File: src/rtl/lsu_pkg.sv
// Shared types and helpers for the load/store memory stage.
// Holds the FSM state encoding, RISC-V funct3 width codes and the alignment rule.
package lsu_pkg;

    typedef enum logic [1:0] {
        IDLE = 2'd0,
        WAIT = 2'd1,
        RESP = 2'd2
    } lsu_state_e;

    localparam logic [2:0] F3_B  = 3'b000;
    localparam logic [2:0] F3_H  = 3'b001;
    localparam logic [2:0] F3_W  = 3'b010;
    localparam logic [2:0] F3_BU = 3'b100;
    localparam logic [2:0] F3_HU = 3'b101;

    // Stores only know B/H/W (anything else is a word); loads also have BU/HU.
    function automatic logic is_misaligned(input logic [2:0] funct3,
                                           input logic [1:0] off,
                                           input logic       is_store);
        logic mis;
        if (is_store) begin
            case (funct3)
                F3_B:    mis = 1'b0;
                F3_H:    mis = off[0];
                default: mis = (off != 2'b00);
            endcase
        end else begin
            case (funct3)
                F3_B, F3_BU: mis = 1'b0;
                F3_H, F3_HU: mis = off[0];
                default:     mis = (off != 2'b00);
            endcase
        end
        return mis;
    endfunction

endpackage

File: src/rtl/lsu_align.sv
// Byte-lane steering between the execute-side view and the 32-bit memory word:
// store replication plus write mask, and load lane extraction with sign/zero extension.
module lsu_align
    import lsu_pkg::*;
(
    input  logic [1:0]  off,
    input  logic [2:0]  funct3,
    input  logic [31:0] wdata,
    input  logic [31:0] rdata,
    output logic [31:0] st_data,
    output logic [3:0]  st_mask,
    output logic [31:0] ld_data
);

    logic [7:0]  byte_s;
    logic [15:0] half_s;

    // Store side: replicate the datum across lanes and select the lanes by offset.
    always_comb begin
        st_data = wdata;
        st_mask = 4'b1111;
        case (funct3)
            F3_B: begin
                st_data = {4{wdata[7:0]}};
                st_mask = 4'b0001 << off;
            end
            F3_H: begin
                st_data = {2{wdata[15:0]}};
                st_mask = 4'b0011 << off;
            end
            default: begin
                st_data = wdata;
                st_mask = 4'b1111;
            end
        endcase
    end

    // Load side: pick the addressed lane, then extend according to funct3.
    always_comb begin
        byte_s  = rdata[{off, 3'b000} +: 8];
        half_s  = off[1] ? rdata[31:16] : rdata[15:0];
        ld_data = rdata;
        case (funct3)
            F3_B:    ld_data = {{24{byte_s[7]}}, byte_s};
            F3_BU:   ld_data = {24'd0, byte_s};
            F3_H:    ld_data = {{16{half_s[15]}}, half_s};
            F3_HU:   ld_data = {16'd0, half_s};
            default: ld_data = rdata;
        endcase
    end

endmodule

File: src/rtl/lsu_mem_stage.sv
// Load/store stage feeding physical memory: one request per handshake, a single
// word-aligned access after LAT cycles, and a registered result to write-back.
module lsu_mem_stage
    import lsu_pkg::*;
#(
    parameter int LAT = 1
) (
    input  logic        clk,
    input  logic        rst,
    input  logic        in_valid,
    output logic        in_ready,
    input  logic [31:0] in_addr,
    input  logic [31:0] in_wdata,
    input  logic [2:0]  in_funct3,
    input  logic        in_is_load,
    input  logic        in_is_store,
    input  logic [4:0]  in_rd,
    output logic        out_valid,
    input  logic        out_ready,
    output logic [31:0] out_data,
    output logic [4:0]  out_rd,
    output logic        out_misalign,
    output logic        mem_valid,
    output logic [31:0] mem_raddr,
    input  logic [31:0] mem_rdata,
    output logic        mem_wen,
    output logic [31:0] mem_waddr,
    output logic [31:0] mem_wdata,
    output logic [7:0]  mem_wmask
);

    localparam int CW = (LAT > 1) ? $clog2(LAT) : 1;
    localparam logic [CW-1:0] CNT_INIT = CW'(LAT - 1);
    localparam logic [CW-1:0] CNT_ZERO = {CW{1'b0}};
    localparam logic [CW-1:0] CNT_ONE  = CW'(1);

    lsu_state_e    state_r, state_s;
    logic [CW-1:0] cnt_r, cnt_s;

    logic [31:0] addr_r, wdata_r;
    logic [2:0]  funct3_r;
    logic [4:0]  rd_r;
    logic        load_r, store_r;

    logic        in_ready_r, out_valid_r, out_misalign_r;
    logic [31:0] out_data_r;
    logic [4:0]  out_rd_r;
    logic        mem_valid_r, mem_wen_r;
    logic [31:0] mem_addr_r, mem_wdata_r;
    logic [3:0]  mem_wmask_r;

    logic        accept_s, mem_fire_s;
    logic        req_load_s, req_store_s;
    logic [31:0] req_addr_s, req_wdata_s;
    logic [2:0]  req_funct3_s;
    logic [4:0]  req_rd_s;
    logic [31:0] st_data_s, ld_data_s;
    logic [3:0]  st_mask_s;
    logic        res_take_s, res_mis_s;
    logic [31:0] res_data_s;

    assign accept_s = in_valid && (state_r == IDLE);

    // While idle the request comes straight from execute so LAT=1 can fire on the accept edge.
    always_comb begin
        if (state_r == IDLE) begin
            req_addr_s   = in_addr;
            req_wdata_s  = in_wdata;
            req_funct3_s = in_funct3;
            req_rd_s     = in_rd;
            req_store_s  = in_is_store;
            req_load_s   = in_is_load & ~in_is_store;
        end else begin
            req_addr_s   = addr_r;
            req_wdata_s  = wdata_r;
            req_funct3_s = funct3_r;
            req_rd_s     = rd_r;
            req_store_s  = store_r;
            req_load_s   = load_r;
        end
    end

    lsu_align u_align (
        .off     (req_addr_s[1:0]),
        .funct3  (req_funct3_s),
        .wdata   (req_wdata_s),
        .rdata   (mem_rdata),
        .st_data (st_data_s),
        .st_mask (st_mask_s),
        .ld_data (ld_data_s)
    );

    // Next-state, latency counter and result selection.
    always_comb begin
        state_s    = state_r;
        cnt_s      = cnt_r;
        res_take_s = 1'b0;
        res_mis_s  = 1'b0;
        res_data_s = 32'd0;
        case (state_r)
            IDLE: begin
                if (accept_s) begin
                    if (!req_load_s && !req_store_s) begin
                        state_s    = RESP;
                        res_take_s = 1'b1;
                        res_data_s = in_addr;
                    end else if (is_misaligned(req_funct3_s, req_addr_s[1:0], req_store_s)) begin
                        state_s    = RESP;
                        res_take_s = 1'b1;
                        res_mis_s  = 1'b1;
                    end else begin
                        state_s = WAIT;
                        cnt_s   = CNT_INIT;
                    end
                end else begin
                    state_s = IDLE;
                end
            end
            WAIT: begin
                if (cnt_r != CNT_ZERO) begin
                    cnt_s = cnt_r - CNT_ONE;
                end else begin
                    state_s    = RESP;
                    res_take_s = 1'b1;
                    res_data_s = store_r ? 32'd0 : ld_data_s;
                end
            end
            RESP: begin
                if (out_ready) begin
                    state_s = IDLE;
                end else begin
                    state_s = RESP;
                end
            end
            default: begin
                state_s = IDLE;
                cnt_s   = CNT_ZERO;
            end
        endcase
    end

    // The access cycle is the one whose registered state is WAIT with the counter expired.
    assign mem_fire_s = (state_s == WAIT) && (cnt_s == CNT_ZERO);

    // State, request latch and all registered outputs.
    always_ff @(posedge clk) begin
        if (rst) begin
            state_r        <= IDLE;
            cnt_r          <= CNT_ZERO;
            addr_r         <= 32'd0;
            wdata_r        <= 32'd0;
            funct3_r       <= 3'd0;
            rd_r           <= 5'd0;
            load_r         <= 1'b0;
            store_r        <= 1'b0;
            in_ready_r     <= 1'b1;
            out_valid_r    <= 1'b0;
            out_data_r     <= 32'd0;
            out_rd_r       <= 5'd0;
            out_misalign_r <= 1'b0;
            mem_valid_r    <= 1'b0;
            mem_wen_r      <= 1'b0;
            mem_addr_r     <= 32'd0;
            mem_wdata_r    <= 32'd0;
            mem_wmask_r    <= 4'd0;
        end else begin
            state_r     <= state_s;
            cnt_r       <= cnt_s;
            if (accept_s) begin
                addr_r   <= in_addr;
                wdata_r  <= in_wdata;
                funct3_r <= in_funct3;
                rd_r     <= in_rd;
                load_r   <= req_load_s;
                store_r  <= req_store_s;
            end
            in_ready_r  <= (state_s == IDLE);
            out_valid_r <= (state_s == RESP);
            if (res_take_s) begin
                out_data_r     <= res_data_s;
                out_rd_r       <= req_rd_s;
                out_misalign_r <= res_mis_s;
            end else if (state_s != RESP) begin
                out_data_r     <= 32'd0;
                out_rd_r       <= 5'd0;
                out_misalign_r <= 1'b0;
            end else begin
                out_data_r     <= out_data_r;
                out_rd_r       <= out_rd_r;
                out_misalign_r <= out_misalign_r;
            end
            mem_valid_r <= mem_fire_s;
            mem_wen_r   <= mem_fire_s && req_store_s;
            mem_addr_r  <= mem_fire_s ? {req_addr_s[31:2], 2'b00} : 32'd0;
            mem_wdata_r <= (mem_fire_s && req_store_s) ? st_data_s : 32'd0;
            mem_wmask_r <= (mem_fire_s && req_store_s) ? st_mask_s : 4'd0;
        end
    end

    assign in_ready     = in_ready_r;
    assign out_valid    = out_valid_r;
    assign out_data     = out_data_r;
    assign out_rd       = out_rd_r;
    assign out_misalign = out_misalign_r;
    assign mem_valid    = mem_valid_r;
    assign mem_wen      = mem_wen_r;
    assign mem_raddr    = mem_addr_r;
    assign mem_waddr    = mem_addr_r;
    assign mem_wdata    = mem_wdata_r;
    assign mem_wmask    = {4'b0000, mem_wmask_r};

endmodule

File: config.mk
export PLATFORM = sky130hd
export DESIGN_NAME = lsu_mem_stage
export DESIGN_NICKNAME = d
export VERILOG_FILES = /design/src/rtl/lsu_pkg.sv /design/src/rtl/lsu_align.sv /design/src/rtl/lsu_mem_stage.sv
export SDC_FILE = /design/constraint.sdc
export NUM_CORES = 1
export LEC_CHECK = 0
export CAP_MARGIN = 20
export CORE_AREA = 2 2 143 145
export DETAILED_ROUTE_END_ITERATION = 16
export DIE_AREA = 0 0 145 147
export GPL_ROUTABILITY_DRIVEN = 0
export GPL_TIMING_DRIVEN = 0
export PLACE_DENSITY = 0.76
export SYNTH_ARGS = -nofsm -noshare
export SYNTH_HDL_FRONTEND = slang
export SYNTH_HIERARCHICAL = 1
export SYNTH_SLANG_ARGS = --single-unit
File: constraint.sdc
create_clock -name clk -period 2.9 [get_ports clk]
set_clock_uncertainty 0.05 [all_clocks]
set_input_delay 0.29 -clock clk [delete_from_list [all_inputs] [get_ports clk]]
set_output_delay 0.29 -clock clk [all_outputs]
set_load 0.005 [all_outputs]
==> run_results.csv <==
group,metric,value,unit
drt,drt-total-wl,27.8,mm
final_layout,drive_above_1_share,14.6,%
worst_setup_path,worst_path_most_repeated_cell,"buf_6",
die,core.rowCount,52,
sta,drv_slew,0,
sta,tns,0,ns
drt,routed_via_density,5.19,
logic_synthesis,syn_area_per_cell,8.34,um2
logic_synthesis,synth-seq-cells,184,
global_route,grt_pass1_wl,42.4,mm
flow_run,max_cap_viol_count,0,
logic_synthesis,yosysSeqAreaShare,44.2,%
final_layout,nNetsFinal,1391,
drt,first_pass_iters,11,
clocking,htreeDepth,4,
clocking,hold_buffers,0,
clocking,cts-root-buf,"clkbuf_16",
worst_setup_path,end_kind,"flop",
worst_setup_path,reg2reg_depth,12,
logic_synthesis,yosysTopAreaCell,"dfxtp_1",
die,pin_count,256,
global_route,grt_use_total,25.3,%
worst_setup_path,cp.depth,12,
sta,hold_viol_final,0,
min_path,hold_path_end,"wdata_r[16]$_SDFFE_PP0P_",
logic_synthesis,synth.most_common_cell,"nand2_1",
sta,setup_viol,0,
worst_setup_path,cp-start-kind,"flop",
clocking,cts_buffers,17,
min_path,hp-start,"in_wdata[16]",
clocking,clk_pin_slew_worst_paths,0.08,ns
logic_synthesis,synth-edff-count,0,
drt,drcViolationCount,0,
worst_setup_path,critical-path-max-stage-delay,0.44,ns
die,die_x,145,um
outcome,status,"finished, final reports clean",
final_layout,instances_no_fill,1565,
drt,avgRoutedWirePerCell,17.8,um
final_layout,finalInstanceArea,11900,um2
pwr,p_leak,4.64,nW
die,design.die.area,21300,um2
clocking,cts_sinks,184,
worst_setup_path,cp_slowest_cell,"mux4_2",
logic_synthesis,ys_types,39,
worst_setup_path,r2r_slack,0.09,ns
worst_setup_path,worstPathArrival,3.07,ns
clocking,clock_latency,0.43,ns
logic_synthesis,async_flop_share,0,%
global_route,grt-ovfl-total,0,
logic_synthesis,synthCells,999,
logic_synthesis,yosysTopAreaCellShare,44.2,%
drt,drtIter0Drc,582,
clocking,cts_tree,"built",
logic_synthesis,yosys_warnings,6,
drt,antenna_left,0,
drt,vias,8123,
place,dpl_cell_area,11200,um2
worst_setup_path,required,3.16,ns
final_layout,postLayoutCoreUtil,59.8,%
worst_setup_path,crit_buf_inv,4,
sta,setup_slack,0.0919,ns
worst_setup_path,worstReg2RegEnd,"out_data[26]$_SDFFE_PP0P_",
place,place_ws,-0.456,ns
global_route,antenna_found_initial,2,
pwr,ir_drop,0.000397,V
global_route,grt_pass1_vias,7850,
die,die_h,147,um
logic_synthesis,synthFlopType,"dfxtp_1",
worst_setup_path,r2r_start,"state_r[1]$_SDFF_PP0_",
logic_synthesis,synth.area.top_cells,"dfxtp_1 44%, nand2_1 12%, mux2_2 8.0%",
place,dpl.cell_count,1524,
logic_synthesis,yosys-top-cells-count,"263 x nand2_1, 184 x dfxtp_1, 92 x a21oi_1",
final_layout,syn2layout_area_growth,42.5,%
place,dp_hpwl,20.9,mm
sta,max_slew_margin,42.2,%
min_path,holdPathStages,3,
sta,fmax,356,MHz
place,portBuffers,247,
worst_setup_path,worstPathMaxFanout,10,
worst_setup_path,crit_family,"multiplexers",
worst_setup_path,critical_path_class,"reg -> reg",
die,core-area,19800,um2
clocking,cts_buffer_depth,2,
global_route,grt_max_degree,19,
sta,period_needed,2.81,ns
pwr,p_per_area,597,nW/um2
min_path,min-delay-path-class,"in -> reg",
sta,fin_crit_sh,96.8,%
die,start_util,42.0,%
logic_synthesis,synthesis.area,8330,um2
sta,tightest_slew,0.867,ns
worst_setup_path,path_cells,"nor2_4, buf_6, buf_12, mux2_4, mux4_2, and2_1, buf_6, a31oi_4, buf_4, nand2_1, a22oi_1, o21ai_1",
==> metal layers <==
layer  vias to the layer above  wire length [um]  GRT usage, %
met2                       347             13100          43.2
met5                         -                14             0
met4                         2               797          8.27
met1                      3795             11600          30.7
li1                       3926                 -             -
met3                        53              2230          7.58
==> worst min-delay path, cell delays in order <==
cell             delay, ns
clkdlybuf4s50_1       0.42
nand2_1               0.06
a21oi_1               0.05
==> flip-flops by register name (all words and copies together), names as in the netlist <==
register / count
mem_wen: 1
out_valid: 1
mem_wmask_r: 4
funct3_r: 3
in_ready: 1
mem_raddr: 30
out_data: 32
out_misalign: 1
cnt_r: 1
out_rd: 5
rd_r: 5
state_r: 2
addr_r: 32
mem_wdata: 32
store_r: 1
wdata_r: 32
mem_valid: 1
==> area by class of cell <==
class / count / area, um2
buffer: 125 / 711
fill: 1785 / 7980
clock buffer: 18 / 439
clock inverter: 14 / 129
inverter: 2 / 7.51
tap: 270 / 338
sequential: 184 / 3690
antenna: 1 / 2.50
timing repair buffer: 259 / 2570
multi-input combinational: 692 / 3990
==> worst max path at each step <==
stage,slack (ns),from,end
after CTS,0.03,state_r[0]$_SDFF_PP0_,out_data[30]$_SDFFE_PP0P_
final,0.09,state_r[1]$_SDFF_PP0_,out_data[26]$_SDFFE_PP0P_
after detailed placement,-0.46,state_r[0]$_SDFF_PP0_,mem_wdata[26]$_SDFF_PP0_
after floorplan,0.02,state_r[0]$_SDFF_PP0_,out_data[30]$_SDFFE_PP0P_
after global routing,-0.0007,state_r[1]$_SDFF_PP0_,out_data[18]$_SDFFE_PP0P_
after global placement,-0.49,state_r[0]$_SDFF_PP0_,out_data[30]$_SDFFE_PP0P_
==> power breakdown <==
| part | switching, W | internal [W] | leakage (nW) |
|---|---|---|---|
| Combinational | 0.00109 | 0.000959 | 2.86 |
| Clock | 0.00110 | 0.00116 | 0.277 |
| Sequential | 0.0000863 | 0.00269 | 1.50 |
==> metrics by stage <==
step | hold slack (ns) | total power, W
floorplan | 0.376 | 0.00403
global placement | 0.384 | 0.00475
detailed placement | 0.391 | 0.00478
CTS | 0.372 | 0.00706
global route | 0.379 | 0.00740
finish | 0.389 | 0.00708
==> layout by cell type, fill, tap and decap left out, types with 12 or more instances in the layout <==
master and instances:
nand2_1 263, clkdlybuf4s50_1 247, dfxtp_1 182, a21oi_1 92
nor3_1 69, mux2_2 58, buf_4 55, clkbuf_1 39
mux2i_1 39, a22oi_1 35, o21ai_0 26, buf_2 23
o21ai_1 21, nor2_1 21, clkbuf_16 17, buf_1 12
==> kinds of logic after synthesis <==
kind of cell    Yosys count  share of synthesized area [%]
other cells               1                         0.0450
flops                   184                           44.2
buf+inv                 130                           8.49
mux                      99                           12.9
compound gates          210                           15.4
simple gates            375                           18.9
==> timing repair <==
item / CTS / global route
setup buffers: 5 / 5
pin swaps: 0 / 1
cloned: 0 / 1
gates resized for setup: 9 / 10
endpoints found under the hold margin: 0 / 0
setup endpoints to repair: 60 / 34
Power figures use the tool's default switching activity.
